<file path="src/rtl/graph_pkg.sv">
`timescale 1ns/1ps
`default_nettype none
// ============================================================================
// Package  : graph_pkg
// Purpose  : Shared types and helpers for the graph feature-memory datapath.
//            fm_state_t - sequencer state encoding for feature_memory_ctrl
//            FM_NUM_BUFS - number of rotating feature buffers
//            next_ptr()  - modulo-3 buffer pointer increment
// Revision : 1.0 - initial release
// ============================================================================
package graph_pkg;

  typedef enum logic [1:0] {
    FM_IDLE  = 2'd0,
    FM_READ  = 2'd1,
    FM_CLEAN = 2'd2
  } fm_state_t;

  localparam int FM_NUM_BUFS = 3;

  // Wraps back to buffer 0 after the last buffer; pointer never leaves 0..2.
  function automatic logic [1:0] next_ptr(input logic [1:0] ptr);
    if (ptr >= 2'(FM_NUM_BUFS - 1)) begin
      return 2'd0;
    end
    return ptr + 2'd1;
  endfunction

endpackage
`default_nettype wire

</file>
<file path="src/rtl/addr_sweep.sv">
`timescale 1ns/1ps
`default_nettype none
// ============================================================================
// Module   : addr_sweep
// Purpose  : Address counter for one full pass over a DEPTH-word buffer.
// Ports    : clk, reset  - clock, synchronous active-high reset
//            start       - load count with 0 (wins over en)
//            en          - step the count by one
//            addr        - current address (low ADDR_WIDTH bits of count)
//            term        - count sits on the final address DEPTH-1
//            done        - final address is being stepped this cycle
// Revision : 1.0 - initial release
// ============================================================================
module addr_sweep #(
  parameter int DEPTH      = 1024,
  parameter int ADDR_WIDTH = $clog2(DEPTH)
) (
  input  logic                  clk,
  input  logic                  reset,
  input  logic                  start,
  input  logic                  en,
  output logic [ADDR_WIDTH-1:0] addr,
  output logic                  term,
  output logic                  done
);

  // One extra bit so that stepping past DEPTH-1 never aliases back onto a
  // valid address before the owner stops enabling the counter.
  localparam logic [ADDR_WIDTH:0] LAST = (ADDR_WIDTH + 1)'(DEPTH - 1);

  logic [ADDR_WIDTH:0] count;

  always_ff @(posedge clk) begin
    if (reset) begin
      count <= '0;
    end else if (start) begin
      count <= '0;
    end else if (en) begin
      count <= count + 1'b1;
    end
  end

  assign addr = count[ADDR_WIDTH-1:0];
  assign term = (count == LAST);
  assign done = en && term;

endmodule
`default_nettype wire

</file>
<file path="src/rtl/feature_memory_ctrl.sv">
`timescale 1ns/1ps
`default_nettype none
// ============================================================================
// Module   : feature_memory_ctrl
// Purpose  : Sequencer for the triple-buffered feature memory. Rotates the
//            write pointer on each finished frame, streams the completed
//            buffers to the consumer, then zero-cleans the oldest buffer.
// Ports    : clk, reset      - clock, synchronous active-high reset
//            in_frame_done   - producer finished the current buffer (pulse)
//            in_ready        - producer may write / signal in_frame_done
//            mem_ptr         - write-buffer pointer to the memory (0..2)
//            mem_out_addr    - port-B address to the memory
//            mem_out_clean   - memory zero-clean strobe (blocks port-B reads)
//            cons_ready      - consumer requests the next word
//            rd_valid        - memory read data valid this cycle
//            rd_addr         - address of the word flagged by rd_valid
//            rd_last         - rd_valid word is the final address
//            frame_cnt       - rotations since reset (wraps)
//            overrun_err     - sticky: frame finished while not ready
// Revision : 1.0 - initial release
// ============================================================================
module feature_memory_ctrl
  import graph_pkg::*;
#(
  parameter int GRAPH_SIZE = 32,
  parameter int ADDR_WIDTH = $clog2(GRAPH_SIZE * GRAPH_SIZE)
) (
  input  logic                  clk,
  input  logic                  reset,
  input  logic                  in_frame_done,
  output logic                  in_ready,
  output logic [1:0]            mem_ptr,
  output logic [ADDR_WIDTH-1:0] mem_out_addr,
  output logic                  mem_out_clean,
  input  logic                  cons_ready,
  output logic                  rd_valid,
  output logic [ADDR_WIDTH-1:0] rd_addr,
  output logic                  rd_last,
  output logic [15:0]           frame_cnt,
  output logic                  overrun_err
);

  localparam int DEPTH = GRAPH_SIZE * GRAPH_SIZE;

  fm_state_t state;
  fm_state_t state_next;

  logic                  pending;
  logic                  rotate;
  logic                  rd_issue;
  logic                  clean_en;
  logic                  clean_out;
  logic [ADDR_WIDTH-1:0] rd_sweep_addr;
  logic                  rd_term;
  logic                  rd_done;
  logic [ADDR_WIDTH-1:0] clean_addr;
  logic                  clean_term;
  logic                  clean_done;

  // Read sweep restarts from 0 on every rotation.
  addr_sweep #(
    .DEPTH      (DEPTH),
    .ADDR_WIDTH (ADDR_WIDTH)
  ) u_rd_sweep (
    .clk   (clk),
    .reset (reset),
    .start (rotate),
    .en    (rd_issue),
    .addr  (rd_sweep_addr),
    .term  (rd_term),
    .done  (rd_done)
  );

  // Clean sweep is armed by the final read issue so it starts at 0 on the
  // first CLEAN cycle and advances once per cycle.
  addr_sweep #(
    .DEPTH      (DEPTH),
    .ADDR_WIDTH (ADDR_WIDTH)
  ) u_clean_sweep (
    .clk   (clk),
    .reset (reset),
    .start (rd_done),
    .en    (clean_en),
    .addr  (clean_addr),
    .term  (clean_term),
    .done  (clean_done)
  );

  always_ff @(posedge clk) begin
    if (reset) begin
      state <= FM_IDLE;
    end else begin
      state <= state_next;
    end
  end

  always_comb begin
    state_next = state;
    rotate     = 1'b0;
    rd_issue   = 1'b0;
    clean_en   = 1'b0;
    clean_out  = 1'b0;
    case (state)
      FM_IDLE: begin
        if (pending) begin
          rotate     = 1'b1;
          state_next = FM_READ;
        end
      end
      FM_READ: begin
        rd_issue = cons_ready;
        if (cons_ready && rd_term) begin
          state_next = FM_CLEAN;
        end
      end
      FM_CLEAN: begin
        clean_en  = 1'b1;
        clean_out = 1'b1;
        if (clean_term) begin
          state_next = FM_IDLE;
        end
      end
      default: state_next = FM_IDLE;
    endcase
  end

  assign in_ready      = !pending && (state == FM_IDLE);
  assign mem_out_clean = clean_out;
  // The clean pass walks the buffer on the same port-B address bus.
  assign mem_out_addr  = (state == FM_CLEAN) ? clean_addr : rd_sweep_addr;

  always_ff @(posedge clk) begin
    if (reset) begin
      mem_ptr     <= 2'd0;
      frame_cnt   <= 16'd0;
      pending     <= 1'b0;
      overrun_err <= 1'b0;
      rd_valid    <= 1'b0;
      rd_addr     <= '0;
      rd_last     <= 1'b0;
    end else begin
      // Port-B read data lags the issued address by one cycle.
      rd_valid <= rd_issue;
      rd_addr  <= rd_sweep_addr;
      rd_last  <= rd_issue && rd_term;

      // A pulse coinciding with rotation finds pending already set and is
      // dropped, which is the same rule as any pulse while pending.
      if (rotate) begin
        mem_ptr   <= next_ptr(mem_ptr);
        frame_cnt <= frame_cnt + 16'd1;
        pending   <= 1'b0;
      end else if (in_frame_done) begin
        pending <= 1'b1;
      end

      // The last CLEAN cycle hands the buffer back at the next edge, so a
      // frame finishing exactly then is on time and not an overrun.
      if (in_frame_done &&
          (pending || ((state != FM_IDLE) && !clean_done))) begin
        overrun_err <= 1'b1;
      end
    end
  end

endmodule
`default_nettype wire
</file>
<file path="config.mk">
export PLATFORM = sky130hd
export DESIGN_NAME = feature_memory_ctrl
export DESIGN_NICKNAME = d
export VERILOG_FILES = /design/src/rtl/graph_pkg.sv /design/src/rtl/addr_sweep.sv /design/src/rtl/feature_memory_ctrl.sv
export SDC_FILE = /design/constraint.sdc
export NUM_CORES = 1
export LEC_CHECK = 0
export ABC_CLOCK_PERIOD_IN_PS = 1600
export CAP_MARGIN = 20
export CORE_MARGIN = 2
export CORE_UTILIZATION = 46
export CTS_CLUSTER_SIZE = 16
export DETAILED_ROUTE_END_ITERATION = 7
export GPL_TIMING_DRIVEN = 0
export PLACE_DENSITY = 0.81
export SYNTH_ARGS = -nofsm -noshare
export SYNTH_HDL_FRONTEND = slang
export SYNTH_SLANG_ARGS = --single-unit
</file>
<file path="constraint.sdc">
create_clock -name clk -period 1.6 [get_ports clk]
set_clock_uncertainty 0.05 [all_clocks]
set_input_delay 0.32 -clock clk [delete_from_list [all_inputs] [get_ports clk]]
set_output_delay 0.32 -clock clk [all_outputs]
set_load 0.01 [all_outputs]
</file>
Word-level counts from Yosys, hierarchy flattened
Index checks and enable logic that the tools add are counted.
{ "word_totals": {"register_bits": 56, "latchBits": 0, "ram_bits": 0, "rom_bits": 0, "inputBits": 4, "out_inout_bits": 43, "wordCells": 50, "n_memories": 0} }
{ "op_classes": {"addsub": 4, "n_mul": 0, "div": 0, "n_lt_le_gt_ge": 1, "n_eq_ne": 7, "n_shift": 0, "n_mux": 14, "bitwise": 0, "reduce_logical": 14} }
{ "op_table": {"columns": ["cell", "count"], "rows": [
  ["11-bit by 1-bit adder with 11-bit output (second input constant)", 2],
  ["11-bit by 10-bit equality test with 1-bit output (second input constant)", 2],
  ["16-bit by 1-bit adder with 16-bit output (second input constant)", 1],
  ["10-bit two-way mux", 1],
  ["2-bit two-way mux", 5],
  ["1-bit two-way mux", 7],
  ["1-bit logical AND", 6],
  ["2-bit one-hot mux with 3 select lines", 1],
  ["2-bit != test (second input constant)", 2],
  ["2-bit OR reduction", 2],
  ["3-bit AND reduction", 1],
  ["2-bit by 1-bit adder with 2-bit output (second input constant)", 1],
  ["2-bit by 1-bit equality test with 1-bit output (second input constant)", 1],
  ["2-bit equality test (second input constant)", 1],
  ["2-bit >= comparator (second input constant)", 1],
  ["1-bit logical NOT", 2],
  ["2-bit logical NOT", 1],
  ["2-bit by 1-bit != test with 1-bit output (second input constant)", 1],
  ["2-bit nonzero test", 1],
  ["1-bit logical OR", 1]
]} }

Logic depth before layout (Yosys ltp)
{ "logic_depth": {"depth_word": 7, "ltp_mapped": 6, "mapped_depth_nobuf": 5} }

By module
Synthesis repeated with hierarchy kept, for this count alone.
{ "hier_totals": {"hier_cells": 287, "hier_area_um2": 2601.2} }
{ "by_module_without_submodules": {"columns": ["module", "instances", "cells_each", "area_per_inst_um2", "seq_area_each_um2"], "rows": [
  ["feature_memory_ctrl", 1, 153, 1402.6, 680.7],
  ["addr_sweep", 2, 67, 599.3, 220.2]
]} }

Worst setup path before layout
No wires, ideal clock.
{ "synth_path": {"path_kind": "register to output", "startpoint": "register state[1]", "endpoint": "output port mem_out_addr[3]", "arrival_time_ns": 1.416, "required_ns": 1.230, "path_slack_ns": -0.186, "path_stages_with_launch": 6, "path_buffers": 3, "cell_sequence": "dfxtp_1 buf_4 nor2b_1 clkbuf_1 buf_2 mux2_1"} }
{ "synth_via": {"elab_chain_len": 2} }
{ "synth_rtl": {"columns": ["item", "line", "source"], "rows": [
  ["start: declaration", "feature_memory_ctrl.sv:45", "fm_state_t state;"],
  ["start signal: assignment", "feature_memory_ctrl.sv:93", "state <= state_next;"],
  ["2-bit equality test", "feature_memory_ctrl.sv:130", "assign mem_out_addr = (state == FM_CLEAN) ? clean_addr : rd_sweep_addr;"],
  ["10-bit two-way mux", "feature_memory_ctrl.sv:130", null],
  ["end: declaration", "feature_memory_ctrl.sv:33", "output logic [ADDR_WIDTH-1:0] mem_out_addr,"]
]} }
Every way passes these cells.

Worst setup path in the final report
{ "layout_path": {"startpoint": "register state[1]", "endpoint": "output port mem_out_addr[7]"} }
The elaborated chain is that of the path after synthesis.

==> flow_metrics.tcl <==
set metrics [dict create \
    synth-edff-count 0 \
    synth_area_leaders "dfxtp_1 46%, nor2_1 5.5%, xor2_1 5.0%, xnor2_1 4.3%, mux2_2 3.7%" \
    grtUsageTotal 0.2159 \
    peakVddDrop_mv 0.4647 \
    cts_tree "built" \
    yosysTopAreaCellShare 0.4590 \
    ys_types 44 \
    cts.reportedPaths.clkPinSlew_ns 0.10 \
    synthSimpleGateAreaFrac 0.2874 \
    cts_buffers 5 \
    overflow 0 \
    layout_commonest_cell "nor2_1" \
    arrival_ns 1.68 \
    insertion_delay_ns 0.31 \
    dp_hpwl_um 3772 \
    maxSlewHeadroom 0.5831 \
    fmax_ghz 0.4869 \
    num_vias 2340 \
    muxShareOfSynthArea 0.05430 \
    met2_length_um 3811 \
    wl_met1_um 3009 \
    drive_gt1_frac 0.4116 \
    synth.largest_area_cell "dfxtp_1" \
    critPathMaxFanout 5 \
    syn_nets 272 \
    worst_slack_ns -0.4538 \
    cap_viol_max_count 0 \
    whs_ns 0.3624 \
    synth_compound_area_frac 0.05994 \
    wl_met3_um 320 \
    rows 26 \
    layout_common_cells "30 x nor2_1, 27 x dfxtp_1, 23 x buf_4" \
    place_congestion 0.8485 \
    die_w_um 76.87 \
    fin_crit_sh 1.284 \
    cts_htree_levels 2 \
    fillers 340 \
    antenna_found_initial 0 \
    clk_path_buf_depth 2 \
    grt_pass1_vias 2089 \
    cts-root-buf "clkbuf_8" \
    status "finished, violations left" \
    setup_violations 33 \
    crit_slowest_cell "dfxtp_2" \
    cts_hold_buffers 0 \
    violations "negative setup slack" \
    worstPathCellList "buf_6, nor2b_4, buf_6, buf_12, buf_8, mux2_4, buf_6" \
    antenna_left 0 \
    initial_core_util 0.4782 \
    wl_per_cell_um 17.55 \
    critPathMostFrequentCell "buf_6" \
    drt-pass1-iter-count 4 \
    synth_xor_area_frac 0.09324 \
    ys.flop_type "dfxtp_1" \
    drt_wl_total_um 7282 \
    async_flop_share 0 \
    yosysWarnings 0 \
    netlist_area_um2 2442 \
    hold_viol 0 \
    power.leakage_nw 1.614 \
    synth-seq-area-share 0.4590 \
    fin_crit_ns 2.054 \
    p_total_mw 2.630 \
    slew_viol_final 0 \
    synth_top_family_by_area "simple AND/OR/NAND/NOR gates" \
    grt_pass1_wl_um 10260 \
    io_buffer_count 45 \
    p_per_area_nw_per_um2 701.3 \
    synthAdderAreaFrac 0.01537 \
    n_antenna_cell 0 \
    design.core.area_um2 5107 \
    area_growth_syn_to_layout_pct 53.54 \
    die-area_um2 5908 \
    avgSynthCellArea_um2 9.216 \
    synth_cells 265 \
    viasPerCell 5.639 \
    drt_iter0_markers 234 \
    required_ns 1.23 \
    end_kind "output port" \
    io_pins 47 \
    synth-seq-cells 56 \
    grt_max_degree 18 \
    slowest_delay_ns 0.35 \
    worst_slew_pin_slew_ns 0.6254 \
    nNetsFinal 351 \
    cts_sinks 56 \
    start_kind "flop" \
    place_inst 380 \
    drc 0 \
    dr.max_layer_used "met4" \
    critPathKind "reg -> out" \
    rsz0062_at_grt "true" \
    die_height_um 76.87 \
    hold_class "in -> reg" \
    layout.cells.non_filler 415 \
]
[metal layers]
| layer | GRT usage | vias up |
|---|---|---|
| met4 | 0.07091 | 0 |
| met1 | 0.2680 | 1171 |
| met3 | 0.03647 | 13 |
| li1 | - | 1079 |
| met2 | 0.3789 | 77 |
| met5 | 0 | - |
[where the power goes]
part	switching [mW]	leakage, nW	total (mW)	internal [mW]
Combinational	0.120	1.08	0.233	0.114
Sequential	0.0225	0.470	1.42	1.39
Clock	0.467	0.0614	0.980	0.512
Total	0.610	1.61	2.63	2.02
[metrics by stage]
stage / util / instance area, um2 / TNS (ns) / setup slack (ns)
after global placement: 0.5892 / 3009 / -10.63 / -0.5418
after detailed placement: 0.5892 / 3009 / -11.71 / -0.5874
after CTS: 0.6732 / 3438 / -5.063 / -0.4760
after global routing: 0.7342 / 3750 / -7.455 / -0.4832
after floorplan: - / 2471 / -0.1388 / -0.02679
final: 0.7342 / 3750 / -5.965 / -0.4538
[cells in the mapped netlist, types with 4 or more instances]
library cell  instances
dfxtp_1              56
nor2_1               36
nand2_1              20
xor2_1               14
a21oi_1              13
xnor2_1              12
nor2b_1              11
nand3_1              10
clkbuf_1              9
mux2_2                8
nand4_1               8
nor3_1                8
or3_1                 5
or4_1                 5
nor4_1                4
o31ai_1               4
[path summary, 6_finish.rpt]
kind | startpoint | endpoint | slack [ns] | cells past startpoint
worst min-delay path | reset | rd_addr[2] | 0.36 | 2
worst min register to register | frame_cnt[15] | frame_cnt[15] | 0.44 | 2
worst max-delay path | state[1] | mem_out_addr[7] | -0.45 | 7
worst max register to register | state[1] | u_rd_sweep.count[7] | -0.25 | 8
[sequential cells by signal, summed over array words and instances, names as in the netlist]
register	flops
pending	1
rd_valid	1
frame_cnt	16
state	2
rd_last	1
mem_ptr	2
overrun_err	1
u_clean_sweep.count	11
u_rd_sweep.count	11
rd_addr	10
[cell families (layout without fill, tap and decap cells)]
family,count (synthesis),count (layout)
AO/OA/AOI/OAI,24,24
adder cells (fa/ha/maj),3,3
buffers and inverters,16,95
XOR/XNOR,26,26
AND/OR/NAND/NOR,128,129
flip-flops,56,56
multiplexers,12,12
[repair_timing]
action | 4_1_cts | 5_1_grt
gates cloned | 1 | 2
pin swaps | 8 | 21
setup endpoints to repair | 59 | 56
buffers inserted | 15 | 14
gates resized for setup | 125 | 63
[worst max-delay path, delay by kind of cell, from the launching register on]
family        cells  cell delay, ns
buf+inv           5            0.60
mux               1            0.30
flops             1            0.35
simple gates      1            0.12
[cell type report]
| class | instances | area [um2] | area share |
|---|---|---|---|
| Buffer | 11 | 95.09 | 0.02536 |
| Clock buffer | 6 | 82.58 | 0.02202 |
| Clock inverter | 2 | 38.79 | 0.01034 |
| Inverter | 2 | 7.507 | 0.002002 |
| Multi-Input combinational cell | 194 | 1538 | 0.4101 |
| Sequential cell | 56 | 1190 | 0.3173 |
| Tap cell | 70 | 87.58 | 0.02336 |
| Timing Repair Buffer | 74 | 710.7 | 0.1895 |
Note: power is estimated with default switching activity, not from simulation.
==> edit 1 (same flow settings) <==
Change the parameter `GRAPH_SIZE` from 32 to 64.
--- a/src/rtl/feature_memory_ctrl.sv
+++ b/src/rtl/feature_memory_ctrl.sv
@@ -22,7 +22,7 @@
 module feature_memory_ctrl
   import graph_pkg::*;
 #(
-  parameter int GRAPH_SIZE = 32,
+  parameter int GRAPH_SIZE = 64,
   parameter int ADDR_WIDTH = $clog2(GRAPH_SIZE * GRAPH_SIZE)
 ) (
   input  logic                  clk,
Interface: changed (resized mem_out_addr and rd_addr); port bits go from 47 to 51. No check against the original RTL was run, so the function may have changed too.
==> edit 1 against the unedited design <==
  * The run still ends with negative setup slack left
  * Area after synthesis rose by 8.2%
  * Total power up 28%
  * Design area is 3.5% higher
  * Fmax up 6.3%
  * Synthesized cell count grew 12%
  * Setup slack improved by 0.12 ns
  * Sequential cell count rose by 6
  * Routed wire length is 2.7% higher
==> edit 1: results (changes against the unedited design) <==
Synth
  • Post-synthesis sequential area ratio: 46.97% (+1.1 points)
  • Post-synthesis cell type count: 35 (-20%)
  • Post-synth top cells: dfxtp_1 (62), nor2_1 (46), nand2_1 (26)
  • Ranking of synthesized cells by area: dfxtp_1 (47%), xnor2_1 (8.0%), nor2_1 (6.5%), nand2_1 (3.7%), mux2_2 (3.4%)

Drt
  • Final wirelength: 7478 um (+2.7%)
  • Via/cell ratio: 5.675 (+0.64%)
  • 1st-iter DRT viols: 204 (-13%)
  • Number of detailed-route iterations in the first pass: 5 (+1)

Critical path
  • Reg-to-Reg Start: pending
  • R2R Setup Slk: -0.08 ns (+0.17 ns)
  • Arrival time worst endpoint: 1.56 ns (-0.12 ns)
  • Cells on worst reg2reg path: 4 (-4)

Clock network
  • Clock latency on the worst-skew pair: 0.34 ns (+0.03 ns)
  • Num CTS Buffers: 9 (+4)
  • Htree depth: 3 (+1)

Timing
  • Hold slack final: 0.3158 ns (-0.04666 ns)
  • Slew HR: 61.94% (+3.6 points)
  • Worst setup margin: -0.3322 ns (+0.1216 ns)
  • Final setup fails: 19 (-42%)

Placement
  • Post-DP HPWL: 4143 um (+9.8%)
  • Port bufs: 49 (+8.9%)
  • Routability cong.: 0.9044 (+6.6%)

Global route
  • Vias in the first global route: 2291 (+9.7%)
  • Largest net degree at the start of global routing: 11 (-7)
  • First-pass GRT wire length: 10950 um (+6.7%)
  • Gr usage total: 22.48% (+0.89 points)

Finish
  • Final nets: 379 (+8.0%)
  • Largest registers: frame_cnt x16, u_clean_sweep.count x13, u_rd_sweep.count x13
  • Share of cells above drive strength 1: 30.50% (-11 points)

Run status
  • Failing checks: negative setup slack
  • Status: finished, violations left

Min path
  • Hold Path Sink: rd_addr[3]

Power
  • Switching power: 724.0 uW (+19%)
  • Leakage power: 0.001467 uW (-9.1%)
==> edit 1: final cells by class <==
type                    instances  share of cell area [%]
plain buffers                  10                   2.030
clock buffers                  13                   4.351
clock inverters                 3                   1.676
inverters                       5                  0.4834
multi-input cells             217                   39.99
flip-flops and latches         62                   33.13
well taps                      72                   2.320
repair buffers                 67                   16.02
==> edit 1: routing by layer <==
| layer | vias to the layer above | routed length [um] | GRT usage (%) |
|---|---|---|---|
| li1 | 1181 | - | - |
| met1 | 1223 | 3154 | 28.48 |
| met2 | 125 | 3605 | 36.22 |
| met3 | 19 | 539 | 4.525 |
| met4 | 0 | 178 | 11.53 |
| met5 | - | 0 | 0 |
==> edit 1: how the worst max path moves through the flow <==
stage                           from                endpoint  slack, ns
after floorplan             state[1]        mem_out_addr[10]      -0.03
after global placement      state[1]        mem_out_addr[10]      -0.55
after detailed placement  cons_ready  u_clean_sweep.count[9]      -0.56
after CTS                   state[1]         mem_out_addr[3]      -0.36
after global routing        state[1]        mem_out_addr[11]      -0.36
final                       state[1]         mem_out_addr[9]      -0.33
==> edit 1: through the flow <==
stage	TNS, ns	instance area (sq um)	setup WS (ns)	power, uW	cells
2_1_floorplan	-0.07581	2661	-0.02653	1698	296
3_3_place_gp	-15.90	3242	-0.5530	1761	417
3_5_place_dp	-16.71	3242	-0.5584	1765	417
4_1_cts	-4.166	3722	-0.3639	3362	445
5_1_grt	-5.382	3882	-0.3624	3482	449
6_report	-4.254	3882	-0.3322	3363	449
==> edit 1: what timing repair did <==
action | 4_1_cts | 5_1_grt
pin swaps | 6 | 13
buffers inserted | 13 | 6
resized for setup | 148 | 30
endpoints found under the setup margin | 62 | 49
==> edit 1: logic make-up (layout without fill, tap and decap cells) <==
| family | count (synthesis) | in the layout | synth area share [%] |
|---|---|---|---|
| DFF | 62 | 62 | 46.97 |
| AOI/OAI and AO/OA | 24 | 24 | 5.398 |
| muxes | 11 | 11 | 4.640 |
| buffers and inverters | 17 | 98 | 2.604 |
| xor gates and xnor gates | 32 | 32 | 10.61 |
| and+or+nand+nor | 147 | 147 | 28.36 |
| adders and majority gates | 3 | 3 | 1.421 |
==> edit 1: worst max-delay path: cells and delay by family (launching register included) <==
family                 cells  cell delay [ns]
buffers and inverters      3             0.38
flip-flops                 1             0.35
multiplexers               1             0.31
AND/OR/NAND/NOR            1             0.18
==> edit 1: power groups by stage <==
stage | Clock (uW) | Sequential (uW) | Combinational, uW
finish | 1600 | 1590 | 175
global route | 1710 | 1590 | 188
CTS | 1610 | 1590 | 160
detailed placement | 0 | 1620 | 147
global placement | 0 | 1620 | 144
floorplan | 0 | 1620 | 80.1
==> edit 2 (config.mk and constraints unchanged) <==
Made on the original files. One comparison of `count` changes from == to >=.
--- a/src/rtl/addr_sweep.sv
+++ b/src/rtl/addr_sweep.sv
@@ -41,7 +41,7 @@
   end
 
   assign addr = count[ADDR_WIDTH-1:0];
-  assign term = (count == LAST);
+  assign term = (count >= LAST);
   assign done = en && term;
 
 endmodule
Check against the original RTL: same outputs for any inputs over 10 cycles, from zero or initial values and one cycle with reset high; that may be too few to reach the edited logic, so the function may still have changed.
==> edit 2 against the unedited design <==
  * Setup slack gained 0.041 ns
  * Routed wire length decreased by 1.6%
  * Largest power group unchanged
  * Highest routed layer unchanged
  * Area after synthesis increased by 1.3%
  * Sequential cell count is the same
  * Total power rose by 3.8%
  * The run still ends with negative setup slack left
  * Design area is 2.3% higher
  * Critical endpoint is now mem_out_addr[8]
==> edit 2: results (changes against the unedited design) <==
Finish
  • Final nets: 360 (+2.6%)
  • Filler cell count: 348 (+2.4%)
  • Final Non-Filler Cells: 424 (+2.2%)
  • Share of cells above drive strength 1: 41.24% (+0.084 points)

Critical path
  • Critical-path maximum fanout: 7 (+2)
  • Arrival time worst endpoint: 1.64 ns (-0.04 ns)
  • Cells on worst reg2reg path: 7 (-1)

Clock network
  • Num CTS Buffers: 5 (unchanged)

Global route
  • GR Util met3: 5.000% (+1.4 points)
  • Gr usage total: 22.67% (+1.1 points)
  • Grt met2 use: 38.96% (+1.1 points)
  • Met1 usage in global routing: 26.90% (+0.097 points)
  • Antenna violations before repair: 0 (unchanged)
  • First-pass GRT wire length: 10680 um (+4.1%)
  • Vias in the first global route: 2193 (+5.0%)
  • Largest net degree at the start of global routing: 17 (-1)

Drt
  • 1st-iter DRT viols: 146 (-38%)
  • Via count: 2332 (-0.34%)
  • Final wirelength: 7167 um (-1.6%)

Synth
  • Post-synthesis cell type count: 43 (-2.3%)
  • Mean Syn Cell Area: 9.265 sq um (+0.52%)
  • Warnings from Yosys: 0 (unchanged)
  • Net Count, Synth: 274 (+0.74%)
  • Ranking of synthesized cells by area: dfxtp_1 (45%), nor2_1 (6.2%), xnor2_1 (5.7%), xor2_1 (4.6%), mux2_2 (4.1%)
  • Post-synth top cells: dfxtp_1 (56), nor2_1 (41), nand2_1 (21)

Placement
  • Pre-CTS setup slack: -0.5643 ns (+0.02318 ns)
  • Placed cell count: 382 (+0.53%)
  • Post-DP HPWL: 3762 um (-0.27%)

Power
  • Leakage power: 0.001692 uW (+4.8%)
  • Peak supply drop: 0.0004373 V (-5.9%)

Timing
  • Worst setup margin: -0.4125 ns (+0.04129 ns)
  • Final setup fails: 28 (-15%)
  • Worst slew pin tran: 0.5943 ns (-0.03114 ns)

Run status
  • Failing checks: negative setup slack
  • Status: finished, violations left
-- edit 2: cells by family (layout without fill, tap and decap cells) --
logic type | Yosys count | after routing | share of synthesized area, %
flops | 56 | 56 | 45.32
compound gates | 23 | 23 | 5.463
simple gates | 128 | 128 | 29.34
xor+xnor | 29 | 29 | 10.27
buf+inv | 18 | 105 | 3.591
mux | 10 | 10 | 4.502
fa+ha+maj | 3 | 3 | 1.518
-- edit 2: what timing repair did --
action	in CTS	in global routing
setup endpoints to repair	60	60
setup buffers	21	17
gates resized for setup	156	39
pin swaps	30	12
cloned	2	0
hold buffers	0	0
-- edit 2: worst paths after layout --
kind / startpoint / endpoint / slack (ns)
worst max register to register: state[0] / frame_cnt[14] / -0.22
worst max-delay path: state[1] / mem_out_addr[8] / -0.41
worst min-delay path: reset / rd_addr[1] / 0.33
worst min register to register: frame_cnt[1] / frame_cnt[1] / 0.45
-- edit 2: final cells by class --
type,count,area share [%]
plain buffers,9,2.186
flip-flops and latches,56,30.51
inverters,6,0.5873
well taps,70,2.284
clock inverters,1,0.7830
clock buffers,7,2.512
repair buffers,82,20.49
multi-input cells,193,40.65
-- edit 2: metal layers --
metal  vias up  share of wire [%]
li1       1100                  -
met4         0                1.9
met3        18                4.6
met2        85                 52
met1      1129                 41
met5         -                  0
-- edit 2: critical path, stage by stage, from the launching register on --
cell and delay [ns]:
dfxtp_4 0.36, buf_6 0.12, and2b_1 0.16, buf_6 0.14, buf_8 0.13, mux2_4 0.31
buf_6 0.12
-- edit 2: power breakdown --
part | total [uW] | internal [uW] | switching (uW)
Clock | 1020 | 553 | 469
Combinational | 281 | 141 | 140
Sequential | 1430 | 1400 | 23.7
-- edit 2: per-stage QoR --
step / hold slack [ns] / instance area [sq um] / TNS, ns
after floorplan: 0.3858 / 2491 / -0.04008
after global placement: 0.4116 / 3029 / -10.56
after detailed placement: 0.4238 / 3029 / -10.74
after CTS: 0.2992 / 3610 / -6.870
after global routing: 0.3598 / 3835 / -6.862
final: 0.3257 / 3835 / -5.561
